===== src/rtl/imem_loader_pkg.sv =====
// Shared constants and state encoding for the instruction-memory program loader.
// Both the top level and the word assembler import this package.
package imem_loader_pkg;

  localparam int unsigned IMEM_ADDR_WIDTH = 10;
  localparam int unsigned FRAME_LEN_WIDTH = 16;
  localparam logic [7:0]  CSUM_SEED       = 8'h00;

  typedef enum logic [2:0] {
    ST_IDLE   = 3'd0,
    ST_LEN_HI = 3'd1,
    ST_LEN_LO = 3'd2,
    ST_DATA   = 3'd3,
    ST_CHECK  = 3'd4,
    ST_DONE   = 3'd5,
    ST_ERR    = 3'd6
  } state_e;

  // Frame-in-progress states: the loader owns the byte stream here.
  function automatic logic is_busy(input state_e s);
    return (s == ST_LEN_HI) || (s == ST_LEN_LO) || (s == ST_DATA) || (s == ST_CHECK);
  endfunction

  // A (re)start is honoured only when no frame is in flight.
  function automatic logic can_arm(input state_e s);
    return (s == ST_IDLE) || (s == ST_DONE) || (s == ST_ERR);
  endfunction

endpackage


===== src/rtl/imem_loader_word_assembler.sv =====
// Packs big-endian stream bytes into 32-bit words and keeps the running XOR checksum.
// word_valid pulses the cycle after the fourth byte of a word is taken.
module imem_loader_word_assembler
  import imem_loader_pkg::*;
(
  input  logic        clock,
  input  logic        clear,
  input  logic        byte_en,
  input  logic [7:0]  byte_in,
  output logic        last_byte_c,
  output logic        word_valid,
  output logic [31:0] word,
  output logic [7:0]  checksum
);

  logic [1:0]  byte_cnt;
  logic [23:0] shift;

  assign last_byte_c = byte_en && (byte_cnt == 2'd3);

  // The finished word is latched separately so the shifter can keep
  // taking bytes while the write strobe is out.
  always_ff @(posedge clock) begin
    if (clear) begin
      byte_cnt   <= 2'd0;
      shift      <= 24'd0;
      word_valid <= 1'b0;
      word       <= 32'd0;
      checksum   <= CSUM_SEED;
    end else begin
      word_valid <= last_byte_c;
      if (byte_en) begin
        byte_cnt <= byte_cnt + 2'd1;
        shift    <= {shift[15:0], byte_in};
        checksum <= checksum ^ byte_in;
        if (byte_cnt == 2'd3) begin
          word <= {shift, byte_in};
        end
      end
    end
  end

endmodule


===== src/rtl/imem_loader.sv =====
// Framed-stream program loader: length, instruction words, XOR checksum.
// Writes words into instruction memory and holds the CPU until a verified image is in place.
module imem_loader
  import imem_loader_pkg::*;
#(
  parameter int unsigned ADDR_WIDTH = IMEM_ADDR_WIDTH,
  parameter int unsigned LEN_WIDTH  = FRAME_LEN_WIDTH
) (
  input  logic                  clock,
  input  logic                  reset,
  input  logic                  start,
  input  logic [7:0]            rx_data,
  input  logic                  rx_valid,
  output logic                  rx_ready,
  output logic                  imem_we,
  output logic [ADDR_WIDTH-1:0] imem_addr,
  output logic [31:0]           imem_wdata,
  output logic                  cpu_hold,
  output logic                  busy,
  output logic                  done,
  output logic                  error,
  output logic [LEN_WIDTH-1:0]  words_loaded
);

  localparam logic [31:0] CAPACITY = 32'd1 << ADDR_WIDTH;

  state_e               state;
  state_e               state_nx;
  logic [7:0]           len_hi;
  logic [15:0]          len;
  logic [15:0]          len_full_c;
  logic                 accept_c;
  logic                 arm_c;
  logic                 last_word_c;
  logic                 hold_q;
  logic                 wa_clear_c;
  logic                 wa_byte_en_c;
  logic                 wa_last_byte_c;
  logic                 wa_word_valid;
  logic [31:0]          wa_word;
  logic [7:0]           wa_checksum;

  assign accept_c     = rx_valid && rx_ready;
  assign arm_c        = start && can_arm(state);
  assign len_full_c   = {len_hi, rx_data};
  assign last_word_c  = (words_loaded == LEN_WIDTH'(len - 16'd1));
  assign wa_clear_c   = reset || arm_c;
  assign wa_byte_en_c = accept_c && (state == ST_DATA);

  imem_loader_word_assembler u_word_assembler (
    .clock       (clock),
    .clear       (wa_clear_c),
    .byte_en     (wa_byte_en_c),
    .byte_in     (rx_data),
    .last_byte_c (wa_last_byte_c),
    .word_valid  (wa_word_valid),
    .word        (wa_word),
    .checksum    (wa_checksum)
  );

  // Write port comes straight off the assembler registers; address is the
  // word count, which only advances after the strobe cycle.
  assign imem_we    = wa_word_valid;
  assign imem_wdata = wa_word;
  assign imem_addr  = ADDR_WIDTH'(words_loaded);

  // Restart from DONE re-asserts the hold in the start cycle itself.
  assign cpu_hold = hold_q || (start && (state == ST_DONE));

  always_comb begin
    state_nx = state;
    unique case (state)
      ST_IDLE, ST_DONE, ST_ERR: begin
        if (arm_c) state_nx = ST_LEN_HI;
      end
      ST_LEN_HI: begin
        if (accept_c) state_nx = ST_LEN_LO;
      end
      ST_LEN_LO: begin
        if (accept_c) begin
          if (len_full_c == 16'd0)                  state_nx = ST_CHECK;
          else if (32'(len_full_c) > CAPACITY)      state_nx = ST_ERR;
          else                                      state_nx = ST_DATA;
        end
      end
      ST_DATA: begin
        if (wa_last_byte_c && last_word_c) state_nx = ST_CHECK;
      end
      ST_CHECK: begin
        if (accept_c) state_nx = (rx_data == wa_checksum) ? ST_DONE : ST_ERR;
      end
      default: state_nx = ST_IDLE;
    endcase
  end

  always_ff @(posedge clock) begin
    if (reset) begin
      state        <= ST_IDLE;
      rx_ready     <= 1'b0;
      busy         <= 1'b0;
      done         <= 1'b0;
      error        <= 1'b0;
      hold_q       <= 1'b1;
      words_loaded <= '0;
      len_hi       <= 8'd0;
      len          <= 16'd0;
    end else begin
      state    <= state_nx;
      rx_ready <= is_busy(state_nx);
      busy     <= is_busy(state_nx);
      done     <= (state_nx == ST_DONE);
      error    <= (state_nx == ST_ERR);
      hold_q   <= (state_nx != ST_DONE);
      if (arm_c) begin
        words_loaded <= '0;
      end else if (wa_word_valid) begin
        words_loaded <= words_loaded + LEN_WIDTH'(1);
      end
      if (accept_c && (state == ST_LEN_HI)) len_hi <= rx_data;
      if (accept_c && (state == ST_LEN_LO)) len    <= len_full_c;
    end
  end

endmodule

===== config.mk =====
export PLATFORM = sky130hd
export DESIGN_NAME = imem_loader
export DESIGN_NICKNAME = d
export VERILOG_FILES = /design/src/rtl/imem_loader_pkg.sv /design/src/rtl/imem_loader_word_assembler.sv /design/src/rtl/imem_loader.sv
export SDC_FILE = /design/constraint.sdc
export NUM_CORES = 1
export LEC_CHECK = 0
export BUFFER_PORTS_ARGS = -buffer_cell sky130_fd_sc_hd__clkbuf_2
export CAP_MARGIN = 20
export CORE_MARGIN = 5
export CORE_UTILIZATION = 45
export DETAILED_ROUTE_END_ITERATION = 8
export PLACE_DENSITY_LB_ADDON = 0.1
export REMOVE_ABC_BUFFERS = 1
export SYNTH_ARGS = -nofsm -noshare
export SYNTH_HDL_FRONTEND = slang
export SYNTH_HIERARCHICAL = 1
export SYNTH_SLANG_ARGS = --single-unit

===== constraint.sdc =====
create_clock -name clock -period 2.8 [get_ports clock]
set_input_delay 0.56 -clock clock [delete_from_list [all_inputs] [get_ports clock]]
set_output_delay 0.56 -clock clock [all_outputs]
set_load 0.02 [all_outputs]

After elaboration in Yosys (flattened, before gate mapping)
Index checks and enable logic that the tools add are counted.

cells by class
  add/subtract/negate cells = 3
  $mul = 0
  divide/modulo/power cells = 0
  magnitude comparators = 1
  equal/unequal tests = 16
  shift-type cells = 0
  mux-type cells = 9
  bitwise operators = 1
  reduce and logical (&&, ||, !) cells = 20

operators by type and width
  kind                                                                                number
  3-bit two-way mux                                                                   7
  3-bit == test (second input constant)                                               6
  16-bit by 1-bit adder with 16-bit output (second input constant)                    1
  16-bit == test                                                                      1
  16-bit by 11-bit greater-than comparator with 1-bit output (second input constant)  1
  16-bit logical NOT                                                                  1
  16-bit by 1-bit subtractor with 16-bit output (second input constant)               1
  3-bit one-hot mux with 5 select lines                                               1
  3-bit by 2-bit == test with 1-bit output (second input constant)                    4
  8-bit == test                                                                       1
  1-bit logical AND                                                                   8
  8-bit XOR                                                                           1
  1-bit logical OR                                                                    7
  3-bit by 1-bit == test with 1-bit output (second input constant)                    2
  3-bit logical NOT                                                                   1
  3-bit inequality test (second input constant)                                       1
  3-bit OR reduction                                                                  1
  2-bit by 1-bit adder with 2-bit output (second input constant)                      1
  2-bit == test (second input constant)                                               1
  2-bit two-way mux                                                                   1
  2-bit AND reduction                                                                 1
  2-bit OR reduction                                                                  1

word-level totals
  register bits = 114
  latch bits = 0
  memory bits (writable) = 0
  memory bits (read-only) = 0
  logic and storage cells = 63
  memories = 0

Longest topological paths before layout
  depth in word-level cells = 10
  mapped depth = 11
  gate-level depth less buffers = 9

Hierarchy
Netlist, hierarchy kept.

by module, submodules not included
  module                      instances  cells each  area each (µm²)  sequential area each (µm²)
  imem_loader_word_assembler  1          268         2787.7           1341.3
  imem_loader                 1          340         2712.6           940.9

Worst setup path before layout
No wires, ideal clock.

  path type = reg-to-reg
  start = reg len[0]
  end = reg state[2]
  setup time = 0.079 ns
  arrival = 2.339 ns
  setup slack = 0.382 ns
  stages on the path, launching flop included = 10
  buffers on the path = 1
  path through = dfxtp_1 > inv_1 > ha_1 > buf_4 > or4b_4 > or3_1 > a2bb2oi_1 > nand4_1 > or4_1 > a211oi_2

between the ends
  word-level cells in the longest chain between the ends = 5

RTL lines
  element                                        RTL line            text
  from (decl)                                    imem_loader.sv:30   logic [15:0] len;
  from (signal assigned)                         imem_loader.sv:120  if (accept_c && (state == ST_LEN_LO)) len <= len_full_c;
  16-bit by 1-bit subtractor with 16-bit output  imem_loader.sv:46   assign last_word_c = (words_loaded == LEN_WIDTH'(len - 16'd1));
  16-bit == test                                 imem_loader.sv:46
  1-bit logical AND                              imem_loader.sv:87   if (wa_last_byte_c && last_word_c) state_nx = ST_CHECK;
  3-bit two-way mux                              imem_loader.sv:87
  3-bit one-hot mux with 5 select lines          imem_loader.sv:72   unique case (state)
  to (signal assigned)                           imem_loader.sv:108  state <= state_nx;
  to (decl)                                      imem_loader.sv:27   state_e state;

No other way between the ends.
A chain may end at the register's enable or synchronous reset.

Worst setup path after layout
Ends and elaborated chain as after synthesis.

==> flow_summary.json <==
{
  "status": "finished clean",
  "vias": 4480,
  "synth_top_area_share_pct": 41.5,
  "relSlewSlack_pct": 57.6,
  "synthCells": 608,
  "startpoint": "len[0]",
  "cp_top_family": "simple AND/OR/NAND/NOR gates",
  "vdd_ir_drop_max_v": 0.000406,
  "syn_avg_cell_area_um2": 9.05,
  "cap_violations": 0,
  "cts.sinks": 114,
  "chipWidth_um": 121,
  "clk_pin_slew_ns": 0.05,
  "hp-class": "flop to flop",
  "timing.fmax_mhz": 395,
  "root_buffer": "clkbuf_16",
  "firstDrtPassIters": 4,
  "dp_slack_ns": 0.265,
  "clock_skew_ns": 0.0101,
  "ys.warnings.count": 6,
  "synth_area_leaders": "dfxtp_1 (41%), mux2i_1 (6.6%), a21bo_2 (5.3%)",
  "rows": 40,
  "clkLatencyLatePin_ns": 0.41,
  "async_flop_share_pct": 0,
  "cts_setup_buffers": 0,
  "drt-total-wl_um": 12300,
  "synth_seq_cells": 114,
  "power.leakage_nw": 2.51,
  "finalSetupViolCount": 0,
  "grt_overflow": 0,
  "nets": 683,
  "critPathLaunchType": "flop",
  "crit_type": "flop to flop",
  "endpoint_kind": "flop",
  "totalPowerFinal_w": 0.00400,
  "wl_per_cell_um": 14.9,
  "ys_types": 55,
  "place_hpwl_um": 8320,
  "synth_flop_cell": "dfxtp_1",
  "pwr_density_cell_nw_per_um2": 620,
  "cp.required_ns": 3.13,
  "hold_viol_final": 0,
  "cts.path.max_buffers": 2,
  "final_common_cell": "dfxtp_1",
  "diodes": 0,
  "cp_data_arrival_time_ns": 2.86,
  "fillers": 1125,
  "rr_worst_depth": 8,
  "grt_max_degree": 107,
  "numCtsBuffers": 17,
  "drv_slew": 0,
  "first_iter_violations": 252,
  "io_buffer_count": 75,
  "cp-endpoint": "state[2]",
  "placed_area_um2": 5850,
  "dieArea_um2": 14500,
  "holdWs_ns": 0.466,
  "worst_slack_ns": 0.268,
  "grt_antenna_before_repair": 0,
  "grt_pass1_vias": 4192,
  "rrSetupSlack_ns": 0.27,
  "ant_nets": 0,
  "vias_per_cell": 5.41,
  "postCtsHoldBufs": 0,
  "min_period_ns": 2.53,
  "final_core_util_pct": 53.8,
  "ctsHtreeMaxLevel": 4,
  "syn2layout_area_growth_pct": 17.4,
  "synth_edf_count": 0,
  "drive_gt1_share_pct": 24.8,
  "cp_num_cells": 8,
  "final_area_um2": 6460,
  "critPathBufInv": 1,
  "rsz0062_at_grt": "no",
  "grt_usage_pct": 17.7,
  "worstMarginPinSlew_ns": 0.636,
  "worstPathCellList": "inv_1 -> ha_1 -> or4b_4 -> or3_1 -> a2bb2oi_1 -> nand4_1 -> or4_1 -> a211oi_2",
  "core_area_um2": 12000,
  "cts_tree": "yes",
  "cp_max_fo": 7,
  "cts_resized": 0,
  "layout_common_cells": "dfxtp_1 (114), clkbuf_2 (75), nor2_1 (65), a21oi_1 (53), nand2_1 (49)",
  "yosysTopAreaCell": "dfxtp_1",
  "finalCritPeriodShare_pct": 90.4,
  "slowest_stage": "or4b_4",
  "grt_pass1_wl_um": 20700,
  "die_h_um": 121,
  "start_util_pct": 45.8,
  "slowest_delay_ns": 0.49,
  "post-route-drc-count": 0,
  "ioPinCount": 76,
  "gp_congestion": 0.853,
  "seq_area_frac_synth_pct": 41.5,
  "r2r-start": "len[0]",
  "synthesis.area_um2": 5500,
  "worstReg2RegEnd": "state[2]"
}
## area by class of cell
type | instances | area (um2) | share of cell area [%]
Clock buffer | 22 | 454 | 7.03
Inverter | 5 | 18.8 | 0.291
Tap cell | 147 | 184 | 2.85
Timing Repair Buffer | 91 | 515 | 7.98
Sequential cell | 114 | 2280 | 35.3
Clock inverter | 10 | 133 | 2.05
Multi-Input combinational cell | 439 | 2870 | 44.5
## worst min-delay path, cell delays in order, from the launching register on
cell and delay [ns]:
dfxtp_1 0.31, nand2_1 0.05, a21oi_1 0.05
## worst min path at each step
stage,startpoint,end,slack (ns),cells after the start
global route,u_word_assembler/shift[23],u_word_assembler/word[31],0.49,2
finish,len[15],len[15],0.47,2
CTS,u_word_assembler/shift[23],u_word_assembler/word[31],0.46,2
floorplan,len_hi[6],len[14],0.44,2
detailed placement,u_word_assembler/shift[23],u_word_assembler/word[31],0.46,2
global placement,u_word_assembler/shift[23],u_word_assembler/word[31],0.45,2
## flip-flops by register name, indices dropped and copies added, names as in the netlist, 2 cells and up
signal and cells:
u_word_assembler/word 32, u_word_assembler/shift 24, len 16, words_loaded 16, len_hi 8, u_word_assembler/checksum 8, state 3, u_word_assembler/byte_cnt 2
## cell families after synthesis
| kind of cell | after synthesis | share of synthesized area (%) |
|---|---|---|
| muxes | 38 | 6.96 |
| xor gates and xnor gates | 41 | 6.53 |
| and+or+nand+nor | 226 | 20.2 |
| adders and majority gates | 3 | 0.683 |
| AOI/OAI and AO/OA | 131 | 17.5 |
| DFF | 114 | 41.5 |
| buffers and inverters | 55 | 6.67 |
## per-stage QoR
stage	instances	TNS (ns)
after floorplan	558	-218.29
after global placement	795	0
after detailed placement	795	0
after CTS	827	0
after global routing	828	0
final	828	0
## cell usage after synthesis, drive strengths merged, types with 2 or more instances
cell / count
nand3: 41
nor3b: 2
xor2: 19
inv: 5
or3: 5
and2: 2
nor2b: 5
and3: 8
nor3: 9
o211ai: 2
nand2b: 5
ha: 3
or2: 2
nand2: 49
nand3b: 8
mux2i: 36
a21oi: 61
a21bo: 40
o21bai: 4
a221oi: 2
o2bb2ai: 2
a311oi: 2
buf: 34
nand4: 9
mux2: 2
dfxtp: 114
nor2: 66
a211oi: 3
or4: 3
xnor2: 22
o21ai: 6
a31oi: 2
nor4: 8
clkbuf: 16
## routing by layer
| metal | GRT usage (%) | routed length, um | vias to the layer above |
|---|---|---|---|
| li1 | - | - | 2249 |
| met1 | 23.0 | 5710 | 2097 |
| met2 | 27.4 | 5740 | 109 |
| met3 | 4.44 | 516 | 25 |
| met4 | 8.50 | 334 | 0 |
| met5 | 0 | 0 | - |
## power breakdown
part	switching, W	internal [W]
clock	0.000739	0.00142
combinational	0.000132	0.0000656
sequential	0.0000141	0.00164
Note: power is estimated with default switching activity, not from simulation.
